<file path="config.mk">
export PLATFORM = sky130hd
export DESIGN_NAME = key_frame_loader_flat
export DESIGN_NICKNAME = d
export VERILOG_FILES = /design/src/rtl/key_frame_loader_if.sv /design/src/rtl/key_frame_loader.sv /design/src/flat_wrapper.sv
export SDC_FILE = /design/constraint.sdc
export NUM_CORES = 1
export LEC_CHECK = 0
export CAP_MARGIN = 0
export CORE_MARGIN = 4
export CORE_UTILIZATION = 49
export DETAILED_ROUTE_END_ITERATION = 8
export GPL_TIMING_DRIVEN = 1
export PLACE_DENSITY = 0.87
export SETUP_SLACK_MARGIN = 0.15
export SYNTH_ARGS = -nofsm -noshare
export SYNTH_HDL_FRONTEND = slang
export SYNTH_SLANG_ARGS = --single-unit
</file>
<file path="constraint.sdc">
create_clock -name CLK -period 4.91 [get_ports CLK]
set_input_delay 0.7365 -clock CLK [delete_from_list [all_inputs] [get_ports CLK]]
set_output_delay 0.7365 -clock CLK [all_outputs]
set_load 0.01 [all_outputs]
</file>
<file path="src/rtl/key_frame_loader_if.sv">
// rtl/key_frame_loader_if.sv - bit-serial key beat handshake (valid/ready)
interface key_frame_loader_if;
  logic s_valid;
  logic s_data;
  logic s_ready;

  modport master (output s_valid, output s_data, input s_ready);
  modport slave  (input s_valid, input s_data, output s_ready);
endinterface

</file>
<file path="src/rtl/key_frame_loader.sv">
// rtl/key_frame_loader.sv - serial key frame receiver with even-parity check and atomic key apply
module key_frame_loader #(
  parameter int KEY_WIDTH = 64,
  parameter int ERR_CNT_W = 8
) (
  input  logic                 CLK,
  input  logic                 PRESET,
  input  logic                 clear,
  key_frame_loader_if.slave    s,
  output logic [KEY_WIDTH-1:0] key_out,
  output logic                 key_valid,
  output logic                 key_err,
  output logic [ERR_CNT_W-1:0] err_cnt,
  output logic                 busy
);

  localparam int CNT_W = $clog2(KEY_WIDTH + 1);
  localparam logic [CNT_W-1:0] KW_C = CNT_W'(KEY_WIDTH);

  typedef enum logic [1:0] {IDLE, SHIFT, CHECK} state_t;

  state_t               state;
  logic [KEY_WIDTH-1:0] shadow;
  logic [CNT_W-1:0]     cnt;
  logic                 parity;
  logic                 par_ok;
  logic                 beat;

  assign beat = s.s_valid && s.s_ready;

  always_ff @(posedge CLK or posedge PRESET) begin
    if (PRESET) begin
      state     <= IDLE;
      shadow    <= '0;
      cnt       <= '0;
      parity    <= 1'b0;
      par_ok    <= 1'b0;
      key_out   <= '0;
      key_valid <= 1'b0;
      key_err   <= 1'b0;
      err_cnt   <= '0;
      s.s_ready <= 1'b0;
      busy      <= 1'b0;
    end else if (clear) begin
      // Abort everything except the bad-frame history.
      state     <= IDLE;
      shadow    <= '0;
      cnt       <= '0;
      parity    <= 1'b0;
      par_ok    <= 1'b0;
      key_out   <= '0;
      key_valid <= 1'b0;
      key_err   <= 1'b0;
      s.s_ready <= 1'b1;
      busy      <= 1'b0;
    end else begin
      case (state)
        IDLE: begin
          s.s_ready <= 1'b1;
          busy      <= 1'b0;
          if (beat) begin
            shadow <= {shadow[KEY_WIDTH-2:0], s.s_data};
            parity <= s.s_data;
            cnt    <= CNT_W'(1);
            state  <= SHIFT;
            busy   <= 1'b1;
          end
        end
        SHIFT: begin
          s.s_ready <= 1'b1;
          busy      <= 1'b1;
          if (beat) begin
            if (cnt < KW_C) begin
              shadow <= {shadow[KEY_WIDTH-2:0], s.s_data};
              parity <= parity ^ s.s_data;
              cnt    <= cnt + CNT_W'(1);
            end else begin
              // This beat is the parity bit; hold off the source for the apply cycle.
              par_ok    <= ~(parity ^ s.s_data);
              state     <= CHECK;
              s.s_ready <= 1'b0;
            end
          end
        end
        CHECK: begin
          if (par_ok) begin
            key_out   <= shadow;
            key_valid <= 1'b1;
            key_err   <= 1'b0;
          end else begin
            key_out   <= '0;
            key_valid <= 1'b0;
            key_err   <= 1'b1;
            if (err_cnt != '1) err_cnt <= err_cnt + ERR_CNT_W'(1);
          end
          shadow    <= '0;
          cnt       <= '0;
          parity    <= 1'b0;
          par_ok    <= 1'b0;
          state     <= IDLE;
          s.s_ready <= 1'b1;
          busy      <= 1'b0;
        end
        default: begin
          state     <= IDLE;
          s.s_ready <= 1'b1;
          busy      <= 1'b0;
        end
      endcase
    end
  end

endmodule
</file>
<file path="src/flat_wrapper.sv">
// flat-port wrapper written by rule: the top's interface ports become plain ports
module key_frame_loader_flat 
#(
  parameter int KEY_WIDTH = 64,
  parameter int ERR_CNT_W = 8
)
  (CLK, PRESET, clear, key_out, key_valid, key_err, err_cnt, busy, s_s_valid, s_s_data, s_s_ready);
  key_frame_loader_if s_i ();
  input  logic CLK;
  input  logic PRESET;
  input  logic clear;
  output logic [KEY_WIDTH-1:0] key_out;
  output logic key_valid;
  output logic key_err;
  output logic [ERR_CNT_W-1:0] err_cnt;
  output logic busy;
  input wire logic [$bits(s_i.s_valid)-1:0] s_s_valid;
  input wire logic [$bits(s_i.s_data)-1:0] s_s_data;
  output wire logic [$bits(s_i.s_ready)-1:0] s_s_ready;
  assign s_i.s_valid = s_s_valid;
  assign s_i.s_data = s_s_data;
  assign s_s_ready = s_i.s_ready;
  key_frame_loader #(.KEY_WIDTH(KEY_WIDTH), .ERR_CNT_W(ERR_CNT_W)) u_core (.CLK(CLK), .PRESET(PRESET), .clear(clear), .s(s_i), .key_out(key_out), .key_valid(key_valid), .key_err(key_err), .err_cnt(err_cnt), .busy(busy));
endmodule
</file>
* Yosys cells after proc, flatten, opt, wreduce, memory -nomap -nowiden *
Index checks and enable logic that the tools add are counted.

storage, ports and cells
  logic and storage cells = 74
  input port bits = 5
  flip-flop bits (word level) = 151
  output and inout bits = 76

cells by class
  equality and inequality tests = 7
  reduce and logical (&&, ||, !) cells = 9
  multiplexer cells = 40
  order comparisons = 1
  add/subtract/negate cells = 2
  bitwise operators = 4

operators with widths
  cell                                                                     count
  64-bit two-way mux                                                       7
  64-bit case mux with 3 select lines                                      1
  7-bit two-way mux                                                        4
  7-bit case mux with 3 select lines                                       1
  1-bit two-way mux                                                        19
  3-bit by 2-bit inequality test with 1-bit output, second input constant  3
  8-bit by 1-bit adder with 8-bit output, second input constant            1
  2-bit two-way mux                                                        4
  8-bit inequality test, second input constant                             1
  4-bit AND reduction                                                      2
  7-bit by 1-bit adder with 7-bit output, second input constant            1
  7-bit less-than comparator, second input constant                        1
  3-bit AND reduction                                                      2
  1-bit case mux with 2 select lines                                       2
  2-bit case mux with 2 select lines                                       1
  4-bit nonzero test                                                       1
  3-bit inequality test, second input constant                             1
  1-bit inverter                                                           3
  1-bit case mux with 3 select lines                                       1
  3-bit nonzero test                                                       1
  2-bit by 1-bit == test with 1-bit output, second input constant          1
  2-bit == test, second input constant                                     1
  2-bit zero test                                                          1
  2-bit nonzero test                                                       1
  other kinds (2)                                                          2

* Depth between registers and ports, before layout *
  depth in word-level cells = 6
  mapped depth = 10

* Least setup slack after synthesis *
Ideal clock, no wire load.

  kind = register -> register
  from = register u_core.state[1]
  to = register u_core.cnt[0]
  period minus slack after synthesis = 1899 ps
  setup slack = 3011 ps
  arrival time = 1774 ps
  cell stages (with the launch flop) = 9
  buffers on the path = 3
  setup time = 125 ps
  path through = dfrtp_1 inv_1 ha_1 buf_6 or3b_1 o311a_2 buf_6 buf_6 mux2_4

between the ends
  cells in the longest elaborated chain, start to end = 3
  elaborated cells on any way between the ends = 10
  those cells by class = eq/ne (5); mux (2); reduce/logical (3)

RTL lines
  item                                                                                             line                    source
  start, declared                                                                                  key_frame_loader.sv:22  state_t state;
  start signal, assigned                                                                           key_frame_loader.sv:33  state <= IDLE;
  start signal, assigned                                                                           key_frame_loader.sv:46  state <= IDLE;
  start signal, assigned                                                                           key_frame_loader.sv:65  state <= SHIFT;
  2-bit by 1-bit == test with 1-bit output, or another cell as far along                           key_frame_loader.sv:57  case (state)
  3-bit by 2-bit inequality test with 1-bit output (no source line), or another cell as far along  -
  4-bit AND reduction (no source line) / 7-bit two-way mux (equally long branches)                 -
  end signal, assigned                                                                             key_frame_loader.sv:76  cnt <= cnt + CNT_W'(1);
  end, declared                                                                                    key_frame_loader.sv:24  logic [CNT_W-1:0] cnt;

Several ways; a longest one is shown, not always the timed one.
A chain may end at the register's enable or synchronous reset.

* Worst setup path after layout *
  from = input port clear
  to = register u_core.shadow[32]

between the ends
  cells in the longest elaborated chain, start to end = 2
  elaborated cells on any way between the ends = 6
  those cells by class = eq/ne (3); mux (1); reduce/logical (2)

RTL lines
  item                                                                                                            line                    source
  start, declared                                                                                                 flat_wrapper.sv:11      input logic clear;
  3-bit by 2-bit inequality test with 1-bit output (no source line) / 4-bit nonzero test (equally long branches)  -
  4-bit AND reduction (no source line)                                                                            -
  end signal, assigned                                                                                            key_frame_loader.sv:62  shadow <= {shadow[KEY_WIDTH-2:0], s.s_data};
  end signal, assigned                                                                                            key_frame_loader.sv:74  shadow <= {shadow[KEY_WIDTH-2:0], s.s_data};
  end, declared                                                                                                   key_frame_loader.sv:23  logic [KEY_WIDTH-1:0] shadow;

Several ways; a longest one is shown, not always the timed one.

==> flow_results.org <==
** Timing
- Headroom to the max-slew limit :: between 15 and 20%
- Final setup vio count :: 0
- At the pin with the least slew margin, the transition time is 1.258 ns.
- Min Clock Period, post-route :: 2.723 ns
- Setup repair after global routing missed its margin :: no
- The final count of hold timing violations came to 0.
- For the final routed database, the setup TNS stands at 0 ns.
- The worst path uses between 50% and 60% of the clock period.
- The total count of max-transition violations in the final report is 0.
- Achievable clock frequency :: around 370 MHz
- Clock skew :: 0.007333 ns

** Route
- DRC marker count from the first detailed-route iteration :: 389
- Post-route DRC :: 0
- Dividing the detail-routed wire length by the instance count gives 15.44 µm.
- Via density :: between 5 and 6
- Final WL :: around 12 mm
- Via count :: around 4,200
- Number of iterations in the first detailed-routing pass :: 4
- Routed Antenna Nets :: 0

** Logic synthesis
- After synthesis, the largest area contributor takes up between 60% and 70% of total cell area.
- dfrtp_1 takes more of the synthesized area than any other cell.
- Among all flip-flop cells after synthesis, the most frequent one is dfrtp_1.
- The average instance in the mapped netlist occupies between 10 and 15 µm².
- Fraction of synthesis flops using an asynchronous set or reset pin :: between 90% and 100%
- Number of enable-type register cells in the synthesized netlist :: 0
- During synthesis, Yosys emitted a total of 0 warnings.
- Summing the sequential cell areas from Yosys gives between 60 and 70% of the chip area.
- Synthesized Nets :: about 550
- In the synthesized netlist, the number of instances is 543.
- The mapped netlist covers between 0.006 and 0.007 mm².
- Synthesized flop and latch total :: approximately 150
- In this run, distinct cell masters in the synthesized netlist total 44.
- Main area contributors after synthesis :: dfrtp_1 (63%), a22o_1 (9.3%), nand2_1 (8.5%)

** Placed design
- Instance area at placement :: just under 0.007 mm²
- Final weighted congestion of routability-driven global placement :: 0.7989
- After legalization and detailed placement, the total HPWL measured 7.352 mm.
- Port Buffers :: 80

** Critical path
- For the worst setup path, the data arrival time is 2.98 ns.
- The critical path is of the primary input to flip-flop type.
- Required time of the critical path :: around 5.2 ns
- The worst setup path is launched from a primary input.
- Worst setup EP type :: flip-flop
- Biggest fanout along the worst timing path :: 75

** Clocking
- The tree is rooted in a clkbuf_16.
- Post-CTS repair changed the size of 0 cells.
- TritonCTS built the clock tree.
- Clock sink total :: 151
- Buffers inserted to repair hold after CTS numbered 0.
- After clock tree synthesis, the setup repair step added 0 buffers.
- At the later pin of the worst-skew pair, clock insertion delay measures roughly 0.41 ns.
- Clock-pin slew was measured on the worst setup and hold paths at 0.06 ns.
- # H-tree levels :: 4
- Number of CTS-inserted buffers :: 17
- The clock passes through at most 2 buffers.

** Finish
- Counting the fill cells in the layout gives 917.
- P&R area growth vs syn :: 24.69%
- Diode count :: 0
- Leaving out fill and tap cells, the most frequent cells in the layout are dfrtp_1 (151), nand2_1 (137), clkdlybuf4s50_1 (80).
- For this run, the post-layout net count is between 600 and 700.
- Commonest non-fill, non-tap cell in the layout :: dfrtp_1
- Layout cells sized above 1 :: between 7 and 8%
- Summing all non-filler instances in the final layout gives an area of 0.007506 mm².

** Power and ir drop
- Dividing total power by cell area gives a power density of around 370 mW/mm².
- VDD IR max :: 0.1830 mV
- Leakage power summed over all cells :: roughly 3.3 nW

** Status
- Status :: complete, no violations

** GRT
- Antenna violations before repair :: 0
- GRT Util Overall :: approximately 18%
- Wire length of the first global-routing pass :: between 20 and 25 mm
- GRT overflow :: 0
- The number of global-route vias before repair is 4,183.
- Entering global routing, the biggest net connects roughly 150 pins.

** Floorplan
- Initial core utilization :: around 50%
- The floorplan step set the die height to roughly 120 µm.
- IO Count :: between 80 and 90
- Width of the chip :: ~120 µm
- The die covers 0.01412 mm².
- Standard-cell row count :: 40
- The region available for standard cell placement spans between 0.01 and 0.015 mm².

** Hold path
- The tightest min-delay check is of the flip-flop to flip-flop type.

** Job
- Max-cap viol count :: 0
## worst paths after layout
check	start	to	depth (start not counted)	slack (ns)
max	clear	u_core.shadow[32]	5	2.19
min	u_core.key_valid	u_core.key_valid	1	0.49
max reg2reg	u_core.state[1]	u_core.shadow[32]	6	2.31
min reg2reg	u_core.key_valid	u_core.key_valid	1	0.49
max in group asynchronous	PRESET	u_core.shadow[4]	3	3.46
min in group asynchronous	PRESET	u_core.key_out[50]	3	0.89
## through the flow
| stage | hold WS [ns] | total power, mW | utilization (%) | worst slack [ns] | std cells |
|---|---|---|---|---|---|
| floorplan | 0.4552 | 1.394 | - | 2.271 | 543 |
| global placement | 0.4665 | 1.407 | 57.17 | 1.891 | 736 |
| detailed placement | 0.4650 | 1.414 | 57.17 | 1.748 | 736 |
| CTS | 0.4888 | 2.786 | 62.49 | 2.201 | 768 |
| global route | 0.5095 | 2.860 | 62.49 | 1.947 | 768 |
| finish | 0.4887 | 2.762 | 62.49 | 2.187 | 768 |
## layer usage
metal	routed length [µm]	up-vias	GRT usage, %
li1	-	2031	-
met1	5376	2094	23.87
met2	5782	107	28.13
met3	568	12	5.271
met4	129	0	7.169
met5	0	-	0
## logic make-up after synthesis
| logic type | Yosys count | synth area share, % |
|---|---|---|
| AND/OR/NAND/NOR | 173 | 12.49 |
| AO/OA/AOI/OAI | 159 | 18.15 |
| flip-flops | 151 | 62.77 |
| buffers and inverters | 45 | 3.804 |
| adder cells (fa/ha/maj) | 6 | 1.247 |
| multiplexers | 5 | 0.9561 |
| XOR/XNOR | 4 | 0.5821 |
## worst max-delay path, stage by stage
cell and delay (ns):
clkdlybuf4s50_1 0.58, inv_1 0.21, o311a_4 0.66, buf_4 0.57
o21ai_0 0.20
## final cells by class
cell class / instances / area [µm²] / area share (%)
timing repair buffer: 84 / 843.3 / 11.24
inverter: 7 / 30.03 / 0.4001
clock inverter: 6 / 110.1 / 1.467
sequential: 151 / 3779 / 50.34
multi-input combinational: 347 / 2031 / 27.05
clock buffer: 26 / 529.3 / 7.051
tap: 147 / 183.9 / 2.450
## power by group
group,total (mW),internal (mW),switching [mW],leakage [nW]
sequential,1.27,1.26,0.0106,2.10
clock,1.37,0.895,0.477,0.309
combinational,0.124,0.0311,0.0929,0.933
## sequential cells by signal, indices dropped and copies added, names as in the netlist
name / count
u_core.busy: 1
u_core.cnt: 7
u_core.err_cnt: 8
u_core.key_err: 1
u_core.key_out: 64
u_core.key_valid: 1
u_core.par_ok: 1
u_core.parity: 1
u_core.s.s_ready: 1
u_core.shadow: 64
u_core.state: 2
## synth_stat cells (all sizes together) (2+ instances only)
cell type	instances
mux2i	2
inv	7
nand2	137
a21o	2
nor2b	4
nand4	3
nor3b	2
ha	6
and3	3
nand2b	5
o21a	4
buf	22
nand3	4
dfrtp	151
clkbuf	16
o21ai	71
a21oi	5
nor2	5
mux2	3
a31oi	2
a22o	64
or3	2
and4	2
xor2	3
o311a	2
o31ai	4
No activity file was read; power rests on OpenSTA's default activity.
